[config.mk]
export PLATFORM = sky130hd
export DESIGN_NAME = text_console_writer
export DESIGN_NICKNAME = d
export VERILOG_FILES = /design/src/rtl/text_console_pkg.sv /design/src/rtl/text_clear_sweep.sv /design/src/rtl/text_console_writer.sv
export SDC_FILE = /design/constraint.sdc
export NUM_CORES = 1
export LEC_CHECK = 0
export CAP_MARGIN = 15
export CORE_UTILIZATION = 48
export DETAILED_ROUTE_END_ITERATION = 8
export GPL_ROUTABILITY_DRIVEN = 0
export PLACE_DENSITY = 0.75
export SLEW_MARGIN = 20
export SYNTH_ARGS = -nofsm -noshare
export SYNTH_HDL_FRONTEND = slang
export SYNTH_SLANG_ARGS = --single-unit
[constraint.sdc]
create_clock -name clk -period 2 [get_ports clk]
set_clock_uncertainty 0.05 [all_clocks]
set_input_delay 0.2 -clock clk [delete_from_list [all_inputs] [get_ports clk]]
set_output_delay 0.2 -clock clk [all_outputs]
set_load 0.01 [all_outputs]
[src/rtl/text_console_pkg.sv]
// rtl/text_console_pkg.sv - shared constants and state type for the text console writer
package text_console_pkg;

    localparam int COLS_DEF  = 40;
    localparam int ROWS_DEF  = 30;
    localparam int COL_W_DEF = 6;
    localparam int ROW_W_DEF = 5;

    localparam logic [7:0] CHR_BS       = 8'h08;
    localparam logic [7:0] CHR_LF       = 8'h0A;
    localparam logic [7:0] CHR_FF       = 8'h0C;
    localparam logic [7:0] CHR_CR       = 8'h0D;
    localparam logic [7:0] CHR_SPACE    = 8'h20;
    localparam logic [7:0] CHR_PRINT_HI = 8'h7E;

    typedef enum logic [1:0] {
        ST_IDLE       = 2'd0,
        ST_CLEAR_LINE = 2'd1,
        ST_CLEAR_ALL  = 2'd2
    } state_e;

    // Glyph range that is drawn; everything else is a control or ignored
    function automatic logic is_printable(input logic [7:0] b);
        return (b >= CHR_SPACE) && (b <= CHR_PRINT_HI);
    endfunction

endpackage

[src/rtl/text_clear_sweep.sv]
// rtl/text_clear_sweep.sv - row/column sweep counter shared by line and screen clears
module text_clear_sweep
    import text_console_pkg::*;
#(
    parameter int COLS  = COLS_DEF,
    parameter int ROWS  = ROWS_DEF,
    parameter int COL_W = COL_W_DEF,
    parameter int ROW_W = ROW_W_DEF
) (
    input  logic             clk,
    input  logic             rst,
    input  logic             start_line,
    input  logic             start_all,
    input  logic             step,
    input  logic             all_mode,
    output logic [COL_W-1:0] clr_col,
    output logic [ROW_W-1:0] clr_row,
    output logic             done
);

    logic [COL_W-1:0] col_q, col_d;
    logic [ROW_W-1:0] row_q, row_d;
    logic             last_col;
    logic             last_row;

    assign last_col = (col_q == COL_W'(COLS - 1));
    assign last_row = (row_q == ROW_W'(ROWS - 1));
    // A line clear ends at the last column; a screen clear also needs the last row
    assign done     = last_col && (!all_mode || last_row);
    assign clr_col  = col_q;
    assign clr_row  = row_q;

    // Next sweep position: restart requests win over stepping
    always_comb begin
        col_d = col_q;
        row_d = row_q;
        if (start_all) begin
            col_d = '0;
            row_d = '0;
        end else if (start_line) begin
            col_d = '0;
        end else if (step) begin
            if (last_col) begin
                col_d = '0;
                row_d = last_row ? '0 : row_q + ROW_W'(1);
            end else begin
                col_d = col_q + COL_W'(1);
            end
        end
    end

    // Sweep position register
    always_ff @(posedge clk) begin
        if (rst) begin
            col_q <= '0;
            row_q <= '0;
        end else begin
            col_q <= col_d;
            row_q <= row_d;
        end
    end

endmodule

[src/rtl/text_console_writer.sv]
// rtl/text_console_writer.sv - byte-stream terminal that fills the text-mode character RAM
module text_console_writer
    import text_console_pkg::*;
#(
    parameter int         COLS  = COLS_DEF,
    parameter int         ROWS  = ROWS_DEF,
    parameter int         COL_W = COL_W_DEF,
    parameter int         ROW_W = ROW_W_DEF,
    parameter logic [7:0] FILL  = CHR_SPACE
) (
    input  logic                   clk,
    input  logic                   rst,
    input  logic [7:0]             in_data,
    input  logic                   in_valid,
    output logic                   in_ready,
    output logic                   wr_en,
    output logic [COL_W+ROW_W-1:0] wr_addr,
    output logic [7:0]             wr_data,
    output logic [COL_W-1:0]       cur_col,
    output logic [ROW_W-1:0]       cur_row,
    output logic                   busy
);

    state_e                 state_q, state_d;
    logic [COL_W-1:0]       cur_col_q, cur_col_d;
    logic [ROW_W-1:0]       cur_row_q, cur_row_d;
    logic                   wr_en_q, wr_en_d;
    logic [COL_W+ROW_W-1:0] wr_addr_q, wr_addr_d;
    logic [7:0]             wr_data_q, wr_data_d;

    logic                   start_line;
    logic                   start_all;
    logic                   step;
    logic [COL_W-1:0]       clr_col;
    logic [ROW_W-1:0]       clr_row;
    logic                   clr_done;

    logic                   accept;
    logic                   last_col;
    logic [ROW_W-1:0]       row_inc;
    logic [COL_W-1:0]       col_dec;

    assign in_ready = (state_q == ST_IDLE) && !rst;
    assign accept   = in_valid && in_ready;
    assign last_col = (cur_col_q == COL_W'(COLS - 1));
    assign row_inc  = (cur_row_q == ROW_W'(ROWS - 1)) ? '0 : cur_row_q + ROW_W'(1);
    assign col_dec  = cur_col_q - COL_W'(1);

    assign wr_en    = wr_en_q;
    assign wr_addr  = wr_addr_q;
    assign wr_data  = wr_data_q;
    assign cur_col  = cur_col_q;
    assign cur_row  = cur_row_q;
    assign busy     = (state_q != ST_IDLE);

    text_clear_sweep #(
        .COLS  (COLS),
        .ROWS  (ROWS),
        .COL_W (COL_W),
        .ROW_W (ROW_W)
    ) u_sweep (
        .clk        (clk),
        .rst        (rst),
        .start_line (start_line),
        .start_all  (start_all),
        .step       (step),
        .all_mode   (state_q == ST_CLEAR_ALL),
        .clr_col    (clr_col),
        .clr_row    (clr_row),
        .done       (clr_done)
    );

    // Byte interpretation, cursor movement and RAM write generation
    always_comb begin
        state_d    = state_q;
        cur_col_d  = cur_col_q;
        cur_row_d  = cur_row_q;
        wr_en_d    = 1'b0;
        wr_addr_d  = wr_addr_q;
        wr_data_d  = wr_data_q;
        start_line = 1'b0;
        start_all  = 1'b0;
        step       = 1'b0;
        unique case (state_q)
            ST_IDLE: begin
                if (accept) begin
                    if (is_printable(in_data)) begin
                        wr_en_d   = 1'b1;
                        wr_addr_d = {cur_row_q, cur_col_q};
                        wr_data_d = in_data;
                        if (last_col) begin
                            cur_col_d  = '0;
                            cur_row_d  = row_inc;
                            state_d    = ST_CLEAR_LINE;
                            start_line = 1'b1;
                        end else begin
                            cur_col_d = cur_col_q + COL_W'(1);
                        end
                    end else begin
                        case (in_data)
                            CHR_CR: cur_col_d = '0;
                            CHR_LF: begin
                                cur_col_d  = '0;
                                cur_row_d  = row_inc;
                                state_d    = ST_CLEAR_LINE;
                                start_line = 1'b1;
                            end
                            CHR_BS: begin
                                if (cur_col_q != '0) begin
                                    cur_col_d = col_dec;
                                    wr_en_d   = 1'b1;
                                    wr_addr_d = {cur_row_q, col_dec};
                                    wr_data_d = FILL;
                                end
                            end
                            CHR_FF: begin
                                cur_col_d = '0;
                                cur_row_d = '0;
                                state_d   = ST_CLEAR_ALL;
                                start_all = 1'b1;
                            end
                            default: ;
                        endcase
                    end
                end
            end
            ST_CLEAR_LINE: begin
                // The cursor already sits on the new line, so it supplies the row
                wr_en_d   = 1'b1;
                wr_addr_d = {cur_row_q, clr_col};
                wr_data_d = FILL;
                step      = 1'b1;
                if (clr_done) begin
                    state_d = ST_IDLE;
                end
            end
            ST_CLEAR_ALL: begin
                wr_en_d   = 1'b1;
                wr_addr_d = {clr_row, clr_col};
                wr_data_d = FILL;
                step      = 1'b1;
                if (clr_done) begin
                    state_d = ST_IDLE;
                end
            end
            default: state_d = ST_IDLE;
        endcase
    end

    // State, cursor and registered RAM write port
    always_ff @(posedge clk) begin
        if (rst) begin
            state_q   <= ST_CLEAR_ALL;
            cur_col_q <= '0;
            cur_row_q <= '0;
            wr_en_q   <= 1'b0;
            wr_addr_q <= '0;
            wr_data_q <= '0;
        end else begin
            state_q   <= state_d;
            cur_col_q <= cur_col_d;
            cur_row_q <= cur_row_d;
            wr_en_q   <= wr_en_d;
            wr_addr_q <= wr_addr_d;
            wr_data_q <= wr_data_d;
        end
    end

endmodule
== Yosys cells after proc, flatten, opt, wreduce, memory -nomap -nowiden ==
Cells that the tools add are included.
Cells by class
  add/sub/neg operators: 5
  order comparisons: 2
  equal/unequal tests: 18
  multiplexer cells: 41
  reduce and logical (&&, ||, !) cells: 24
  bitwise logic cells: 1
Operators with widths (count)
  11-bit two-way mux: 4
  11-bit one-hot mux with 3 select lines: 1
  8-bit by 4-bit equality test with 1-bit output (second input constant): 4
  8-bit two-way mux: 4
  6-bit two-way mux: 4
  5-bit two-way mux: 4
  4-bit AND reduction: 5
  8-bit one-hot mux with 2 select lines: 1
  1-bit two-way mux: 14
  6-bit by 1-bit adder with 6-bit output (second input constant): 2
  6-bit equality test (second input constant): 2
  6-bit one-hot mux with 2 select lines: 1
  5-bit by 1-bit adder with 5-bit output (second input constant): 2
  5-bit equality test (second input constant): 2
  5-bit one-hot mux with 2 select lines: 1
  3-bit nonzero test: 3
  8-bit by 6-bit greater-or-equal comparator with 1-bit output (second input constant): 1
  8-bit by 7-bit less-or-equal comparator with 1-bit output (second input constant): 1
  2-bit two-way mux: 4
  2-bit one-hot mux with 2 select lines: 2
  3-bit by 1-bit inequality test with 1-bit output (second input constant): 2
  3-bit inequality test (second input constant): 2
  6-bit nonzero test: 1
  3-bit OR reduction: 2
  other kinds (15): 22
Word-level totals
  output and inout bits: 33
  bits in registers: 44
  bits of input ports: 11
  logic and storage cells: 99

== Longest topological paths before layout ==
Gate-level depths: netlist of the first run.
  word-level depth: 7
  mapped depth: 9
  mapped depth without buffers: 7

== Cells and area by module ==
Synthesis of the first run repeated with hierarchy kept, for this count alone.
Second synthesis, totals
  cell total of the unflattened synthesis: 301
  area total of the unflattened synthesis: 2565.0 um2
By module, submodules not included
  text_console_writer: times used 1, cells an instance 241, area each 1986.9 um2, seq. area each 660.6 um2
  text_clear_sweep: times used 1, cells an instance 60, area each 578.1 um2, seq. area each 220.2 um2

== Least setup slack after synthesis of the first run ==
No wires, ideal clock.
  path kind: register to register
  start: register cur_col_q[0] (netlist: cur_col[0])
  end: register wr_data_q[6] (netlist: wr_data[6])
  stages on the path, launching flop included: 8
  path slack: -212 ps
  buffers on the path: 0
  data required time: 1880 ps
  clock period less this slack: 2212 ps
  arrival time: 2091 ps
  library setup time: 70 ps
  cells stage by stage: dfxtp_1 > inv_1 > ha_1 > nor3b_1 > a2111o_1 > a31oi_4 > or3b_1 > a21oi_1
On the way
  longest elaborated chain between the ends: 3
Ends and longest elaborated chain
  start: declaration: line text_console_writer.sv:25  | logic [COL_W-1:0] cur_col_q, cur_col_d;
  start signal: assignment: line text_console_writer.sv:161  | cur_col_q <= cur_col_d;
  6-bit nonzero test: line text_console_writer.sv:109  | if (cur_col_q != '0) begin
  3-bit by 1-bit inequality test with 1-bit output (no line)
  4-bit AND reduction (no line)
  end signal: assignment: line text_console_writer.sv:165  | wr_data_q <= wr_data_d;
  end: declaration: line text_console_writer.sv:29  | logic [7:0] wr_data_q, wr_data_d;
Every way passes these cells.
A chain may end at the register's enable or synchronous reset.

== Worst setup path in the final report of the first run ==
  start: register cur_col_q[0] (netlist: cur_col[0])
  end: register u_sweep.row_q[3] (netlist: u_sweep.clr_row[3])
On the way
  longest elaborated chain between the ends: 7
Ends and longest elaborated chain
  6-bit equality test: line text_console_writer.sv:45  | assign last_col = (cur_col_q == COL_W'(COLS - 1));
  1-bit two-way mux: line text_console_writer.sv:91  | if (last_col) begin
  1-bit two-way mux: line text_console_writer.sv:87  | if (is_printable(in_data)) begin
  1-bit two-way mux: line text_console_writer.sv:86  | if (accept) begin
  1-bit two-way mux: line text_console_writer.sv:84  | unique case (state_q)
  1-bit inverter (no line)
  3-bit AND reduction (no line)
  end signal: assignment: line text_clear_sweep.sv:59  | row_q <= row_d;
  end: declaration: line text_clear_sweep.sv:22  | logic [ROW_W-1:0] row_q, row_d;
Every way passes these cells.

==> impl_metrics.env, run 1 <==
export IMPL_outcome="finished, violations left"
export IMPL_violations="negative setup slack"
export IMPL_dr_first_iter_drc_count=238
export IMPL_grt_max_degree=30
export IMPL_crit_top_cell="buf_4"
export IMPL_synth_async_sr_flop_share=0
export IMPL_synth_cell_area_mm2=0.002587
export IMPL_ir_drop_mv=0.3264
export IMPL_busiest_layer="met2"
export IMPL_path_max_fanout=5
export IMPL_layout_nets=435
export IMPL_synth_edff_count=0
export IMPL_yosys_warnings=0
export IMPL_synthMuxAreaShare=0.003868
export IMPL_synthesis_nets=335
export IMPL_fp_dieArea_mm2=0.005688
export IMPL_wl_mm=7.968
export IMPL_final_common_cell="buf_4"
export IMPL_via_per_inst=5.975
export IMPL_clkTransAtPathRegs_ns=0.09
export IMPL_yosys_area_top_type_share=0.3404
export IMPL_postSynthAreaPerCell_um2=8.267
export IMPL_ioPinCount=44
export IMPL_path_cells="buf_4 > ha_2 > nand2_1 > or4_1 > o211ai_1 > buf_4 > or3_4 > a21oi_2"
export IMPL_cts_tree="yes"
export IMPL_cp_arrival_ns=2.18
export IMPL_final_cell_mix="59 x buf_4, 38 x dfxtp_1, 36 x clkdlybuf4s50_1, 25 x nor2_1, 20 x a21oi_1"
export IMPL_regArea_um2=890.9
export IMPL_required_ns=2.16
export IMPL_drv_slew=0
export IMPL_cts_made_buffers=5
export IMPL_ys_seq_elements=44
export IMPL_synth_compound_area_frac=0.2761
export IMPL_synth_distinct_cells=59
export IMPL_grt_pass1_vias=2621
export IMPL_start_util=0.5034
export IMPL_fin_cells=484
export IMPL_synth_fa_ha_area_frac=0.05319
export IMPL_use_met3=0.03571
export IMPL_tightest_slew_ns=0.4934
export IMPL_drive_gt1_frac=0.2826
export IMPL_pre_cts_slack_ns=-0.4775
export IMPL_final_util=0.7425
export IMPL_fp_dieW_um=75.42
export IMPL_cp_start_kind="flip-flop"
export IMPL_h_tree_depth=2
export IMPL_synthCells=313
export IMPL_cts_buffer_depth=2
export IMPL_slowest_stage="or4_1"
export IMPL_vias=2892
export IMPL_n_antenna_cell=0
export IMPL_period_share=1.011
export IMPL_grt_usage=0.2823
export IMPL_clock_sinks=44
export IMPL_fillers=420
export IMPL_final_hold_viol_count=0
export IMPL_yosys_area_share_xor_xnor=0.03385
export IMPL_setup_violations_final=4
export IMPL_grt_ovfl_total=0
export IMPL_cap_violations=0
export IMPL_slew_limit_headroom=0.6689
export IMPL_seq_area_frac_synth=0.3404
export IMPL_gr_usage_met1=0.3662
export IMPL_die_y_um=75.42
export IMPL_path_class="flip-flop to flip-flop"
export IMPL_dp_hpwl_mm=5.572
export IMPL_synth_top_family_by_area="compound AO/OA/AOI/OAI gates"
export IMPL_synth_top_area_cell="dfxtp_1"
export IMPL_coreArea_mm2=0.005140
export IMPL_clk_latency_ns=0.31
export IMPL_wl_per_cell_um=16.46
export IMPL_rsz0062_at_grt="true"
export IMPL_grt_pass1_wl_mm=12.26
export IMPL_fmax_ghz=0.4947
export IMPL_grt_antenna_before_repair=0
export IMPL_end_kind="flip-flop"
export IMPL_holdBufCountCts=0
export IMPL_firstDrtPassIters=5
export IMPL_port_buffers=43
export IMPL_drc=0
export IMPL_syn2layout_area_growth_pct=47.49
export IMPL_multiInputGateArea_mm2=0.001757
export IMPL_setup_ws_ns=-0.02149
export IMPL_synthSimpleGateAreaFrac=0.2481
export IMPL_synth_area_leaders="dfxtp_1 34%, ha_1 5.3%, a21oi_1 4.6%, nor2_1 4.1%, a211oi_1 2.9%"
export IMPL_hold_path_class="input port to flip-flop"
export IMPL_finalCriticalPeriod_ns=2.021
export IMPL_cts_root_buf="clkbuf_8"
export IMPL_max_stage_delay_ns=0.42
export IMPL_met2_usage=0.4712
export IMPL_ant_nets=0
export IMPL_p_leak_nw=1.428
export IMPL_power_per_cell_area_mw_per_mm2=465.7
export IMPL_placed_cells=467
export IMPL_row_count=26
export IMPL_ys_flop_type="dfxtp_1"
==> Yosys cell counts, types with 3 or more instances <==
library cell,count
dfxtp_1,44
or4_1,5
and3_1,6
xnor2_1,5
or3_1,5
nor3b_1,6
nand2b_1,12
o21ai_0,13
ha_1,11
a21oi_1,24
nor3_1,9
clkbuf_1,9
inv_1,14
a31oi_1,7
buf_2,5
o211ai_1,4
xor2_1,5
nor2_1,28
o2111ai_1,3
a22oi_1,7
a32o_1,6
nand2_1,14
nand3_1,12
a211oi_1,10
nand4_1,5
o31ai_1,4
==> timing repair <==
| item | 4_1_cts | 5_1_grt |
|---|---|---|
| pin swaps | 7 | 16 |
| gates cloned | 0 | 2 |
| gates resized for setup | 18 | 33 |
| setup buffers | 3 | 4 |
| endpoints found under the setup margin | 29 | 38 |
==> path summary, 6_finish.rpt <==
kind | cells after the start | endpoint | start | slack, ns
worst max register to register | 8 | u_sweep.clr_row[3]$_SDFFE_PP0P_ | cur_col[0]$_SDFFE_PP0P_ | -0.02
worst max-delay path | 8 | u_sweep.clr_row[3]$_SDFFE_PP0P_ | cur_col[0]$_SDFFE_PP0P_ | -0.02
worst min register to register | 2 | wr_data[5]$_SDFFE_PP0P_ | wr_data[5]$_SDFFE_PP0P_ | 0.42
worst min-delay path | 4 | wr_data[3]$_SDFFE_PP0P_ | in_data[3] | 0.40
==> layer usage <==
metal  routed length (um)  vias up
met5                    0        -
met1                 3521     1383
li1                     -     1384
met3                  398       14
met4                  128        0
met2                 3920      111
==> flip-flops by register name, summed over array words and instances, names as in the netlist <==
register         cells
state_q              2
u_sweep.clr_col      6
wr_data              8
wr_en                1
cur_row              5
u_sweep.clr_row      5
wr_addr             11
cur_col              6
==> layout make-up <==
class	instances	area share
Clock buffer	7	0.02820
Clock inverter	1	0.002295
Inverter	15	0.01475
Multi-Input combinational cell	240	0.4603
Sequential cell	44	0.2334
Tap cell	70	0.02295
Timing Repair Buffer	107	0.2380
==> cell families after synthesis <==
family,Yosys count
buffers and inverters,29
adders and majority gates,11
AOI/OAI and AO/OA,101
DFF,44
muxes,1
xor gates and xnor gates,10
and+or+nand+nor,117
==> power breakdown <==
part,internal (mW),leakage (nW),switching [mW]
clock network,0.358,0.0596,0.322
registers,0.885,0.358,0.00884
logic,0.0968,1.01,0.106
==> per-stage QoR <==
| stage | power, mW | hold WS [ns] | TNS [ns] | instance area (um^2) |
|---|---|---|---|---|
| after floorplan | 1.003 | 0.3019 | -0.6517 | 2634 |
| after detailed placement | 1.106 | 0.4093 | -15.20 | 3487 |
| final | 1.777 | 0.3976 | -0.03253 | 3816 |
| after global routing | 1.835 | 0.4116 | -0.6468 | 3816 |
| after global placement | 1.101 | 0.4031 | -12.99 | 3487 |
| after CTS | 1.769 | 0.3924 | -0.3393 | 3660 |
==> worst max-delay path, delay by kind of cell, from the launching register on <==
family	cells	cell delay, ns
AND/OR/NAND/NOR	3	0.64
flip-flops	1	0.35
buffers and inverters	2	0.33
adder cells (fa/ha/maj)	1	0.18
AO/OA/AOI/OAI	2	0.38
Note: power is estimated with default switching activity, not from simulation.
==> run 2: changes to the inputs <==
Settings changed: SETUP_SLACK_MARGIN set to 0.1.
==> run 2 against run 1 <==
  * The run still ends with negative setup slack left
  * Clock power is 5.6% higher
  * Non-clock buffer count is 12 higher
  * Final cell count is 2.5% higher
  * Sequential share of layout area is 1.0 points lower
  * Critical path depth is 1 higher
  * Combinational power is 11% higher
  * First-iteration DRC count is 11% lower
  * Worst setup slack worse by 0.019 ns
  * Largest cell class unchanged
==> impl_metrics.env, run 2 (synthesized netlist as in run 1, its figures left out) <==
export IMPL_ir_drop_mv=0.4014
export IMPL_final_util=0.7773
export IMPL_end_kind="flip-flop"
export IMPL_fp_dieArea_mm2=0.005688
export IMPL_r2r_end="cur_col[2]$_SDFFE_PP0P_"
export IMPL_r2r_start="cur_col[0]$_SDFFE_PP0P_"
export IMPL_grt_ovfl_total=0
export IMPL_h_tree_depth=2
export IMPL_path_max_fanout=4
export IMPL_use_met3=0.04894
export IMPL_grt_pass1_wl_mm=12.54
export IMPL_grt_usage=0.2888
export IMPL_tns_ns=-0.1134
export IMPL_vias=3082
export IMPL_grt_pass1_vias=2774
export IMPL_slew_limit_headroom=0.6947
export IMPL_required_ns=2.17
export IMPL_layout_nets=447
export IMPL_violations="negative setup slack"
export IMPL_outcome="finished, violations left"
export IMPL_final_common_cell="buf_4"
export IMPL_syn2layout_area_growth_pct=54.40
export IMPL_hold_path_class="input port to flip-flop"
export IMPL_wl_per_cell_um=17.52
export IMPL_grt_antenna_before_repair=0
export IMPL_setup_ws_ns=-0.04068
export IMPL_cts_buffer_depth=2
export IMPL_firstDrtPassIters=6
export IMPL_cts_tree="yes"
export IMPL_cp_arrival_ns=2.21
export IMPL_hold_worst_slack_ns=0.3191
export IMPL_power_per_cell_area_mw_per_mm2=459.1
export IMPL_whs_endpoint="wr_data[3]$_SDFFE_PP0P_"
export IMPL_dp_hpwl_mm=5.767
export IMPL_hold_start="in_data[3]"
export IMPL_coreArea_mm2=0.005140
export IMPL_busiest_layer="met2"
export IMPL_drv_slew=0
export IMPL_setup_violations_final=7
export IMPL_regToRegSetupSlack_ns=-0.04
export IMPL_final_hold_viol_count=0
export IMPL_p_leak_nw=1.560
export IMPL_dr_first_iter_drc_count=212
export IMPL_die_y_um=75.42
export IMPL_ioPinCount=44
export IMPL_wl_mm=8.689
export IMPL_final_cell_mix="67 x buf_4, 39 x dfxtp_1, 33 x clkdlybuf4s50_1, 27 x nor2_1, 23 x a21oi_1"
export IMPL_fp_dieW_um=75.42
export IMPL_clkTransAtPathRegs_ns=0.09
export IMPL_clock_sinks=44
export IMPL_rr_worst_depth=9
export IMPL_met2_usage=0.4940
export IMPL_port_buffers=43
export IMPL_ant_nets=0
export IMPL_period_share=1.020
export IMPL_cp_start_kind="flip-flop"
export IMPL_holdPathStages=3
export IMPL_grt_max_degree=29
export IMPL_fmax_ghz=0.4900
export IMPL_finalCriticalPeriod_ns=2.041
export IMPL_n_antenna_cell=0
export IMPL_rsz0062_at_grt="true"
export IMPL_tightest_slew_ns=0.4544
export IMPL_fillers=370
export IMPL_path_class="flip-flop to flip-flop"
export IMPL_cts_made_buffers=5
export IMPL_drc=0
export IMPL_cap_violations=0
export IMPL_row_count=26
export IMPL_start_util=0.5034
export IMPL_largest_reg_flops=11
export IMPL_via_per_inst=6.214
export IMPL_cts_root_buf="clkbuf_8"
export IMPL_gr_usage_met1=0.3568
export IMPL_drive_gt1_frac=0.2981
export IMPL_clk_latency_ns=0.31
[run 2: cell types whose count changed in the layout (fill, tap and decap cells not counted), moves of 3 or more]
cell             delta
buf_6               +3
a211oi_1            -3
a21oi_2             -3
a21oi_1             +3
nand2b_1            -4
nand2b_4            +4
clkdlybuf4s50_1     -3
buf_4               +8
a211oi_2            +3
[run 2: metrics by stage]
stage | area (um^2) | worst slack (ns) | std cells | power (mW)
finish | 3995 | -0.04068 | 496 | 1.834
global route | 3995 | -0.1046 | 496 | 1.885
CTS | 3771 | -0.04405 | 489 | 1.835
detailed placement | 3605 | -0.4603 | 478 | 1.124
global placement | 3605 | -0.4165 | 478 | 1.122
floorplan | 2673 | -0.1203 | 313 | 1.003
[run 2: what timing repair did]
action,4_1_cts,5_1_grt
gates cloned,0,3
hold buffers,0,0
pin swaps,10,5
gates resized for setup,20,29
endpoints found under the setup margin,45,45
buffers inserted,3,4
[run 2: critical path, stage by stage, from the launching register on]
cell	delay, ns
dfxtp_4	0.38
inv_4	0.04
ha_4	0.14
nor3b_4	0.15
buf_6	0.13
a2111o_1	0.39
nand4b_1	0.24
buf_4	0.17
a31oi_1	0.07
a211oi_1	0.20
[run 2: area by class of cell]
type	count	area, um^2	share of cell area
Inverter	15	58.81	0.01472
Clock inverter	3	46.29	0.01159
Tap cell	70	87.58	0.02192
Timing Repair Buffer	119	1062	0.2659
Clock buffer	5	68.82	0.01723
Multi-Input combinational cell	240	1779	0.4454
Sequential cell	44	892.1	0.2233
[run 2: power breakdown]
group	switching, mW	internal (mW)	total [mW]
clock	0.342	0.377	0.718
sequential	0.00670	0.883	0.890
combinational	0.116	0.110	0.226
total	0.465	1.37	1.83
[run 2: worst max path at each step]
| stage | depth (start not counted) | endpoint | from | slack [ns] |
|---|---|---|---|---|
| after floorplan | 8 | u_sweep.clr_row[4]$_SDFFE_PP0P_ | state_q[1]$_SDFFE_PP1P_ | -0.12 |
| after global placement | 8 | u_sweep.clr_col[3]$_SDFFE_PP0N_ | in_data[0] | -0.42 |
| after detailed placement | 8 | u_sweep.clr_col[1]$_SDFFE_PP0N_ | in_data[0] | -0.46 |
| after CTS | 7 | wr_data[6]$_SDFFE_PP0P_ | cur_col[0]$_SDFFE_PP0P_ | -0.04 |
| after global routing | 9 | cur_col[2]$_SDFFE_PP0P_ | cur_col[0]$_SDFFE_PP0P_ | -0.10 |
| final | 9 | cur_col[2]$_SDFFE_PP0P_ | cur_col[0]$_SDFFE_PP0P_ | -0.04 |
[run 2: metal layers]
layer	vias up	part of all wire
met3	24	0.084
li1	1411	-
met4	0	0.023
met2	180	0.48
met5	-	0
met1	1467	0.41
